## config.mk

```make
export PLATFORM = sky130hd
export DESIGN_NAME = cd_spi_csr_bridge
export DESIGN_NICKNAME = d
export VERILOG_FILES = /design/src/rtl/cd_pkg.sv /design/src/rtl/cd_sync_edge.sv /design/src/rtl/cd_spi_csr_bridge.sv
export SDC_FILE = /design/constraint.sdc
export NUM_CORES = 1
export LEC_CHECK = 0
export BUFFER_PORTS_ARGS = -buffer_cell sky130_fd_sc_hd__buf_2
export CAP_MARGIN = 20
export CORE_MARGIN = 5
export CORE_UTILIZATION = 40
export CTS_BUF_LIST = sky130_fd_sc_hd__clkbuf_4 sky130_fd_sc_hd__clkbuf_8 sky130_fd_sc_hd__clkbuf_16
export CTS_CLUSTER_DIAMETER = 200
export CTS_CLUSTER_SIZE = 10
export DETAILED_ROUTE_END_ITERATION = 12
export GPL_TIMING_DRIVEN = 0
export PLACE_DENSITY_LB_ADDON = 0.3
export SYNTH_ARGS = -nofsm -noshare
export SYNTH_HDL_FRONTEND = slang
export SYNTH_SLANG_ARGS = --single-unit
```

## constraint.sdc

```tcl
create_clock -name clk -period 3.26 [get_ports clk]
set_input_delay 0.652 -clock clk [delete_from_list [all_inputs] [get_ports clk]]
set_output_delay 0.652 -clock clk [all_outputs]
set_load 0.02 [all_outputs]
```

## src/rtl/cd_pkg.sv

```systemverilog
// Shared constants and FSM encoding for the SPI-to-CSR bridge.
package cd_pkg;

    localparam int unsigned SPI_HDR_WR_BIT = 7;
    localparam int unsigned CSR_ADDR_W     = 5;
    localparam int unsigned CSR_DATA_W     = 8;
    localparam int unsigned BIT_CNT_W      = 3;

    typedef enum logic [1:0] {
        IDLE = 2'd0,
        HDR  = 2'd1,
        WR   = 2'd2,
        RD   = 2'd3
    } state_e;

endpackage

```

## src/rtl/cd_sync_edge.sv

```systemverilog
// Multi-stage synchronizer with rise/fall pulse detection on the last stage.
module cd_sync_edge #(
    parameter int unsigned SYNC_STAGES = 2,
    parameter logic        IDLE_VAL    = 1'b0
) (
    input  logic clk,
    input  logic reset_n,
    input  logic async_i,
    output logic sync_o,
    output logic rise_c,
    output logic fall_c
);

    logic [SYNC_STAGES-1:0] sync_q;
    logic [SYNC_STAGES-1:0] sync_d;
    logic                   dly_q;
    logic                   dly_d;

    // Shift chain toward the last stage; delayed copy feeds the edge detector.
    always_comb begin
        sync_d    = sync_q;
        sync_d[0] = async_i;
        for (int unsigned i = 1; i < SYNC_STAGES; i++) begin
            sync_d[i] = sync_q[i-1];
        end
        dly_d = sync_q[SYNC_STAGES-1];
    end

    // Synchronizer registers, reset to the idle level of the pin.
    always_ff @(posedge clk) begin
        if (!reset_n) begin
            sync_q <= {SYNC_STAGES{IDLE_VAL}};
            dly_q  <= IDLE_VAL;
        end else begin
            sync_q <= sync_d;
            dly_q  <= dly_d;
        end
    end

    assign sync_o = sync_q[SYNC_STAGES-1];
    assign rise_c = sync_o & ~dly_q;
    assign fall_c = ~sync_o & dly_q;

endmodule

```

## src/rtl/cd_spi_csr_bridge.sv

```systemverilog
// SPI mode-0 slave acting as initiator on the CSR bus: header byte picks
// read/write and address, each following byte is one CSR access.
module cd_spi_csr_bridge
    import cd_pkg::*;
#(
    parameter int unsigned SYNC_STAGES = 2,
    parameter logic        MISO_IDLE   = 1'b0
) (
    input  logic                  clk,
    input  logic                  reset_n,
    input  logic                  spi_sck,
    input  logic                  spi_nss,
    input  logic                  spi_mosi,
    output logic                  spi_miso,
    output logic                  spi_miso_oe,
    output logic [CSR_ADDR_W-1:0] csr_address,
    output logic                  csr_read,
    input  logic [CSR_DATA_W-1:0] csr_readdata,
    output logic                  csr_write,
    output logic [CSR_DATA_W-1:0] csr_writedata,
    output logic                  int_flag_update
);

    localparam logic [BIT_CNT_W-1:0] LAST_BIT  = BIT_CNT_W'(CSR_DATA_W - 1);
    localparam logic [BIT_CNT_W-1:0] FIRST_BIT = '0;

    logic sck_level_unused;
    logic sck_rise_c;
    logic sck_fall_c;
    logic nss_s;
    logic nss_rise_c;
    logic nss_fall_c;
    logic mosi_s;
    logic mosi_rise_unused;
    logic mosi_fall_unused;

    cd_sync_edge #(.SYNC_STAGES(SYNC_STAGES), .IDLE_VAL(1'b0)) u_sync_sck (
        .clk     (clk),
        .reset_n (reset_n),
        .async_i (spi_sck),
        .sync_o  (sck_level_unused),
        .rise_c  (sck_rise_c),
        .fall_c  (sck_fall_c)
    );

    cd_sync_edge #(.SYNC_STAGES(SYNC_STAGES), .IDLE_VAL(1'b1)) u_sync_nss (
        .clk     (clk),
        .reset_n (reset_n),
        .async_i (spi_nss),
        .sync_o  (nss_s),
        .rise_c  (nss_rise_c),
        .fall_c  (nss_fall_c)
    );

    cd_sync_edge #(.SYNC_STAGES(SYNC_STAGES), .IDLE_VAL(1'b0)) u_sync_mosi (
        .clk     (clk),
        .reset_n (reset_n),
        .async_i (spi_mosi),
        .sync_o  (mosi_s),
        .rise_c  (mosi_rise_unused),
        .fall_c  (mosi_fall_unused)
    );

    state_e                  state_q,         state_d;
    logic [BIT_CNT_W-1:0]    bit_cnt_q,       bit_cnt_d;
    logic [CSR_DATA_W-2:0]   rx_q,            rx_d;
    logic [CSR_DATA_W-1:0]   tx_q,            tx_d;
    logic                    load_pend_q,     load_pend_d;
    logic [CSR_ADDR_W-1:0]   csr_address_q,   csr_address_d;
    logic                    csr_read_q,      csr_read_d;
    logic                    csr_write_q,     csr_write_d;
    logic [CSR_DATA_W-1:0]   csr_writedata_q, csr_writedata_d;
    logic                    int_flag_q,      int_flag_d;
    logic                    miso_q,          miso_d;
    logic                    miso_oe_q,       miso_oe_d;
    logic [CSR_DATA_W-1:0]   rx_next;
    logic                    last_bit;

    // Next-state, shift and strobe logic.
    always_comb begin
        state_d         = state_q;
        bit_cnt_d       = bit_cnt_q;
        rx_d            = rx_q;
        tx_d            = tx_q;
        load_pend_d     = 1'b0;
        csr_address_d   = csr_address_q;
        csr_read_d      = 1'b0;
        csr_write_d     = 1'b0;
        csr_writedata_d = csr_writedata_q;
        int_flag_d      = 1'b0;
        miso_d          = miso_q;
        miso_oe_d       = ~nss_s;
        rx_next         = {rx_q, mosi_s};
        last_bit        = (bit_cnt_q == LAST_BIT);

        unique case (state_q)
            IDLE: begin
                miso_d = MISO_IDLE;
                if (nss_fall_c) begin
                    int_flag_d = 1'b1;
                    bit_cnt_d  = '0;
                    rx_d       = '0;
                    state_d    = HDR;
                end
            end
            HDR: begin
                miso_d = MISO_IDLE;
                if (sck_rise_c) begin
                    rx_d      = rx_next[CSR_DATA_W-2:0];
                    bit_cnt_d = bit_cnt_q + BIT_CNT_W'(1);
                    if (last_bit) begin
                        csr_address_d = rx_next[CSR_ADDR_W-1:0];
                        if (rx_next[SPI_HDR_WR_BIT]) begin
                            state_d = WR;
                        end else begin
                            state_d     = RD;
                            load_pend_d = 1'b1;
                        end
                    end
                end
            end
            WR: begin
                miso_d = MISO_IDLE;
                if (sck_rise_c) begin
                    rx_d      = rx_next[CSR_DATA_W-2:0];
                    bit_cnt_d = bit_cnt_q + BIT_CNT_W'(1);
                    if (last_bit) begin
                        csr_write_d     = 1'b1;
                        csr_writedata_d = rx_next;
                    end
                end
            end
            RD: begin
                if (sck_rise_c) begin
                    rx_d      = rx_next[CSR_DATA_W-2:0];
                    bit_cnt_d = bit_cnt_q + BIT_CNT_W'(1);
                    if (bit_cnt_q == FIRST_BIT) begin
                        csr_read_d = 1'b1;
                    end
                    if (last_bit) begin
                        load_pend_d = 1'b1;
                    end
                end
                if (sck_fall_c) begin
                    miso_d = tx_q[CSR_DATA_W-1];
                    tx_d   = {tx_q[CSR_DATA_W-2:0], 1'b0};
                end
            end
            default: state_d = IDLE;
        endcase

        // Prefetch the byte one clk after its boundary, once csr_address is valid.
        if (load_pend_q) begin
            tx_d = csr_readdata;
        end

        // Deselect abandons any partial byte without issuing a strobe.
        if (nss_rise_c) begin
            state_d     = IDLE;
            bit_cnt_d   = '0;
            load_pend_d = 1'b0;
            csr_read_d  = 1'b0;
            csr_write_d = 1'b0;
            miso_d      = MISO_IDLE;
        end
    end

    // State and output registers.
    always_ff @(posedge clk) begin
        if (!reset_n) begin
            state_q         <= IDLE;
            bit_cnt_q       <= '0;
            rx_q            <= '0;
            tx_q            <= '0;
            load_pend_q     <= 1'b0;
            csr_address_q   <= '0;
            csr_read_q      <= 1'b0;
            csr_write_q     <= 1'b0;
            csr_writedata_q <= '0;
            int_flag_q      <= 1'b0;
            miso_q          <= MISO_IDLE;
            miso_oe_q       <= 1'b0;
        end else begin
            state_q         <= state_d;
            bit_cnt_q       <= bit_cnt_d;
            rx_q            <= rx_d;
            tx_q            <= tx_d;
            load_pend_q     <= load_pend_d;
            csr_address_q   <= csr_address_d;
            csr_read_q      <= csr_read_d;
            csr_write_q     <= csr_write_d;
            csr_writedata_q <= csr_writedata_d;
            int_flag_q      <= int_flag_d;
            miso_q          <= miso_d;
            miso_oe_q       <= miso_oe_d;
        end
    end

    assign spi_miso        = miso_q;
    assign spi_miso_oe     = miso_oe_q;
    assign csr_address     = csr_address_q;
    assign csr_read        = csr_read_q;
    assign csr_write       = csr_write_q;
    assign csr_writedata   = csr_writedata_q;
    assign int_flag_update = int_flag_q;

endmodule

```

* After elaboration in Yosys (flattened, before gate mapping)
Cells that the tools add are included.
** Word-level totals
- Flip-flop bits (word level) :: 47
- Memories :: 0
- Memory bits (read-only) :: 0
- Bits in latches :: 0
- Memory bits (writable) :: 0
** Operators by class
- Eq/ne operators :: 9
- Shift-type cells :: 0
- Divide/modulo/power cells :: 0
- Mux-type cells :: 24
- Bitwise logic cells :: 12
- $lt $le $gt $ge :: 0
- Reductions and logical operators :: 16
- Multiply operators :: 0
- $add $sub $neg :: 1
** Operators with widths (number)
- $mux 8 :: 3
- $mux 7 :: 2
- $pmux 7 s2 :: 1
- $mux 1 :: 9
- $reduce_or 3->1 :: 3
- $ne 2x2->1 const B :: 4
- $not 1->1 :: 8
- $mux 2 :: 3
- $mux 3 :: 2
- $pmux 3 s2 :: 1
- $reduce_and 2->1 :: 3
- $reduce_and 3->1 :: 2
- $reduce_bool 2->1 :: 3
- $and 1x1->1 :: 4
- $eq 2x2->1 const B :: 2
- $pmux 1 s2 :: 2
- $pmux 2 s2 :: 1
- $reduce_and 4->1 :: 1
- $reduce_or 4->1 :: 1
- $add 3x1->3 const B :: 1
- $eq 3x3->1 const B :: 1
- $logic_not 3->1 :: 1
- $eq 2x1->1 const B :: 1
- $logic_not 2->1 :: 1
- other kinds (2) :: 2

* Logic depth before layout (Yosys ltp)
- Depth in word-level cells :: 5
- Gate-level depth with buffers :: 5
- Depth with buffers taken out :: 5

* Hierarchy
Synthesis repeated with hierarchy kept, for this count alone.
** Second synthesis, totals
- Cell total of the unflattened synthesis :: 183
- Area, all modules :: 1752.9 um2
** Modules (own cells, without submodules)
- cd_spi_csr_bridge :: times used 1, cells each 159, sequential area each 780.7 um2, area an instance 1478.9 um2
- cd_sync_edge :: times used 3, cells each 8, sequential area each 60.1 um2, area an instance 91.3 um2

* Least setup slack after synthesis
OpenSTA, ideal clock, no wires.
- Kind :: input port to flip-flop
- Start :: in reset_n
- End :: reg tx_q[1]
- Path slack :: 1812 ps
- Data required time :: 3190 ps
- Data arrival time :: 1378 ps
- Setup time :: 70 ps
- Buffers on the path :: 2
- Stages on the path :: 4
- Cells stage by stage :: clkbuf_1 -> clkbuf_1 -> o21ai_0 -> a21oi_1
** RTL lines
- from (decl) :: line cd_spi_csr_bridge.sv:10 : input logic reset_n,
- to (signal assigned) :: line cd_spi_csr_bridge.sv:187 : tx_q <= tx_d;
- to (decl) :: line cd_spi_csr_bridge.sv:67 : logic [CSR_DATA_W-1:0] tx_q, tx_d;

* Worst setup path after layout
- Start :: reg bit_cnt_q[0]
- End :: reg csr_address_q[3] (netlist: csr_address[3])
** Between the ends
- Word-level cells in the longest chain between the ends :: 2
** RTL lines
- from (decl) :: line cd_spi_csr_bridge.sv:65 : logic [BIT_CNT_W-1:0] bit_cnt_q, bit_cnt_d;
- from (signal assigned) :: line cd_spi_csr_bridge.sv:185 : bit_cnt_q <= bit_cnt_d;
- $eq 3x3->1 :: line cd_spi_csr_bridge.sv:94 : last_bit = (bit_cnt_q == LAST_BIT);
- $reduce_and 3->1 (no line)
- to (signal assigned) :: line cd_spi_csr_bridge.sv:189 : csr_address_q <= csr_address_d;
- to (decl) :: line cd_spi_csr_bridge.sv:69 : logic [CSR_ADDR_W-1:0] csr_address_q, csr_address_d;
No other way between the ends.
A chain may end at the register's enable or synchronous reset.

==> results.py <==
metrics = {
    "drt": {
        "final_antenna_net_count": 0,
        "drtPass1Iterations": 4,
        "viasPerCell": 5.00,
        "dr_total_vias": 1304,
        "routed_wl_mm": 3.22,
        "drt-initial-drc-count": 69,
        "drc_errors": 0,
        "wl_per_cell_um": 12.3,
    },
    "worst_setup_path": {
        "crit_fanout": 5,
        "critPathKind": "register to register",
        "critPathCaptureType": "register",
        "cp_data_required_time_ns": 3.49,
        "r2r_slack_ns": 1.72,
        "start_kind": "register",
        "crit_top_cell": "ha_1",
        "crit_chain": "ha_1, ha_1, nand4b_1, nor2_2, mux2i_1",
        "max_stage_delay_ns": 0.38,
        "arrival_ns": 1.77,
        "cp_slowest_cell": "dfxtp_1",
    },
    "clock_network": {
        "tritoncts": "built",
        "cts-htree-levels": 2,
        "root_buffer": "clkbuf_8",
        "clock_latency_ns": 0.30,
        "clkSinkCount": 47,
        "clk_transition_reported_paths_ns": 0.09,
        "cts_setup_buffers": 0,
        "holdBufCountCts": 0,
        "cts_buffer_depth": 2,
        "post_cts_resized": 0,
        "cts_made_buffers": 5,
    },
    "synth": {
        "synthTopCellsByArea": "dfxtp_1 (54%), mux2i_1 (12%), nand2_1 (5.2%)",
        "seq_area_frac_synth": 0.540,
        "syn_area_um2": 1740,
        "avgSynthCellArea_um2": 10.1,
        "ys_ff_latch": 47,
        "synth.net_count": 188,
        "synth_area_leader_cell": "dfxtp_1",
        "ys_types": 30,
        "synth_top_cell_area_share": 0.540,
        "yosys_warnings": 0,
        "netlist_instances": 172,
    },
    "sta": {
        "timing.fmax_mhz": 650,
        "finalHoldViolCount": 0,
        "finalSetupViolations": 0,
        "rsz0062_at_grt": "false",
        "setup_ws_ns": 1.72,
        "finalMaxSlewViolations": 0,
        "fin_crit_ns": 1.54,
        "fin_crit_sh": 0.472,
        "max-slew-margin-rel": 0.603,
        "tightest_slew_ns": 0.591,
        "fin_setup_tns_ns": 0,
        "skew_ns": 0.00809,
    },
    "placement": {
        "io_buffers": 29,
        "dpl_worst_slack_ns": 1.54,
        "place_congestion": 0.720,
        "dp_hpwl_mm": 2.29,
    },
    "floorplanning": {
        "pin_count": 31,
        "die_h_um": 76.0,
        "core-area_um2": 4290,
        "die_w_um": 76.0,
        "rows": 24,
        "initial_core_util": 0.406,
        "dieArea_um2": 5780,
    },
    "final_layout": {
        "drive_above_1_share": 0.215,
        "layout_common_cells": "dfxtp_1 (47), buf_2 (30), nand2_1 (24), mux2i_1 (21), a21oi_1 (13)",
        "fillCellCount": 417,
        "area_growth_pct": 19.9,
        "num_antenna_cells": 0,
        "layout_commonest_cell": "dfxtp_1",
        "fin_nets": 224,
    },
    "global_routing": {
        "grt_pass1_wl_mm": 5.55,
        "grt_usage": 0.118,
        "grt_max_degree": 16,
        "antenna_found_initial": 0,
        "overflow": 0,
        "first_global_vias": 1257,
    },
    "worst_hold_path": {
        "holdCritPathClass": "register to register",
    },
    "power": {
        "irDropWorstVdd_mv": 0.282,
        "power_density_nw_per_um2": 536,
        "power.leakage_nw": 0.876,
    },
    "status": {
        "status": "finished, final reports clean",
    },
    "flow_run": {
        "maxCapViolCount": 0,
    },
}
[routing by layer]
layer / up-vias / wire [µm] / track usage
met3: 7 / 125 / 0.0331
met5: - / 0 / 0
met1: 610 / 1460 / 0.139
met2: 22 / 1560 / 0.190
li1: 665 / - / -
met4: 0 / 73 / 0.0694
[synthesized netlist by cell type, drive strengths merged]
library cell / n
or3: 1
o211a: 1
dfxtp: 47
nor2: 3
nand4b: 2
nand3b: 3
o211ai: 3
clkbuf: 5
ha: 3
o22ai: 7
nor4b: 1
buf: 4
inv: 7
a21oi: 13
nor3b: 1
nand2: 24
mux2i: 21
o21ai: 11
nor2b: 1
nand2b: 5
and2: 5
nand3: 1
nor3: 2
or4b: 1
[kinds of logic (layout without fill, tap and decap cells)]
family,count (synthesis),count (layout),share of synthesized area
AO/OA/AOI/OAI,35,35,0.119
adder cells (fa/ha/maj),3,3,0.0215
buffers and inverters,16,53,0.0459
flip-flops,47,47,0.540
multiplexers,21,21,0.121
AND/OR/NAND/NOR,50,50,0.153
[registers in the layout, summed over array words and instances (netlist names), 2 cells and up]
register and count:
u_sync_nss.sync_q 2, csr_writedata 8, csr_address 5, u_sync_sck.sync_q 2
state_q 2, bit_cnt_q 3, rx_q 7, tx_q 8
u_sync_mosi.sync_q 2
[through the flow]
step / hold slack (ns) / area, µm² / total power [mW] / std cells / util
finish: 0.428 / 2090 / 1.12 / 261 / 0.487
global route: 0.461 / 2090 / 1.16 / 261 / 0.487
CTS: 0.432 / 2090 / 1.13 / 261 / 0.487
detailed placement: 0.411 / 1950 / 0.632 / 253 / 0.455
global placement: 0.391 / 1950 / 0.632 / 253 / 0.455
floorplan: 0.386 / 1740 / 0.618 / 172 / -
[critical path, delay by kind of cell (launching register included)]
family / cells / cell delay (ns)
simple gates: 2 / 0.53
flops: 1 / 0.38
fa+ha+maj: 2 / 0.33
mux: 1 / 0.22
[final cells by class]
class	count	area [µm²]	share of cell area
timing repair buffer	29	145	0.0695
clock buffer	5	68.8	0.0329
multi-input combinational	109	722	0.346
tap	52	65.1	0.0311
inverter	7	26.3	0.0126
buffer	9	53.8	0.0257
clock inverter	3	67.6	0.0323
sequential	47	941	0.450
[power breakdown]
part           total [mW]  leakage (nW)  internal (mW)  switching, mW
Combinational      0.0350         0.432         0.0142         0.0208
Clock               0.503        0.0644          0.306          0.198
Sequential          0.583         0.380          0.579        0.00356
Total                1.12         0.876          0.899          0.222
[worst paths after layout]
check | start | to | cells past startpoint
max | bit_cnt_q[0]$_SDFFE_PP0P_ | csr_address[3]$_SDFFE_PN0P_ | 5
min | u_sync_nss.sync_q[0]$_SDFF_PN1_ | u_sync_nss.sync_q[1]$_SDFF_PN1_ | 1
max reg2reg | bit_cnt_q[0]$_SDFFE_PP0P_ | csr_address[3]$_SDFFE_PN0P_ | 5
min reg2reg | u_sync_nss.sync_q[0]$_SDFF_PN1_ | u_sync_nss.sync_q[1]$_SDFF_PN1_ | 1
No activity file was read; power rests on OpenSTA's default activity.
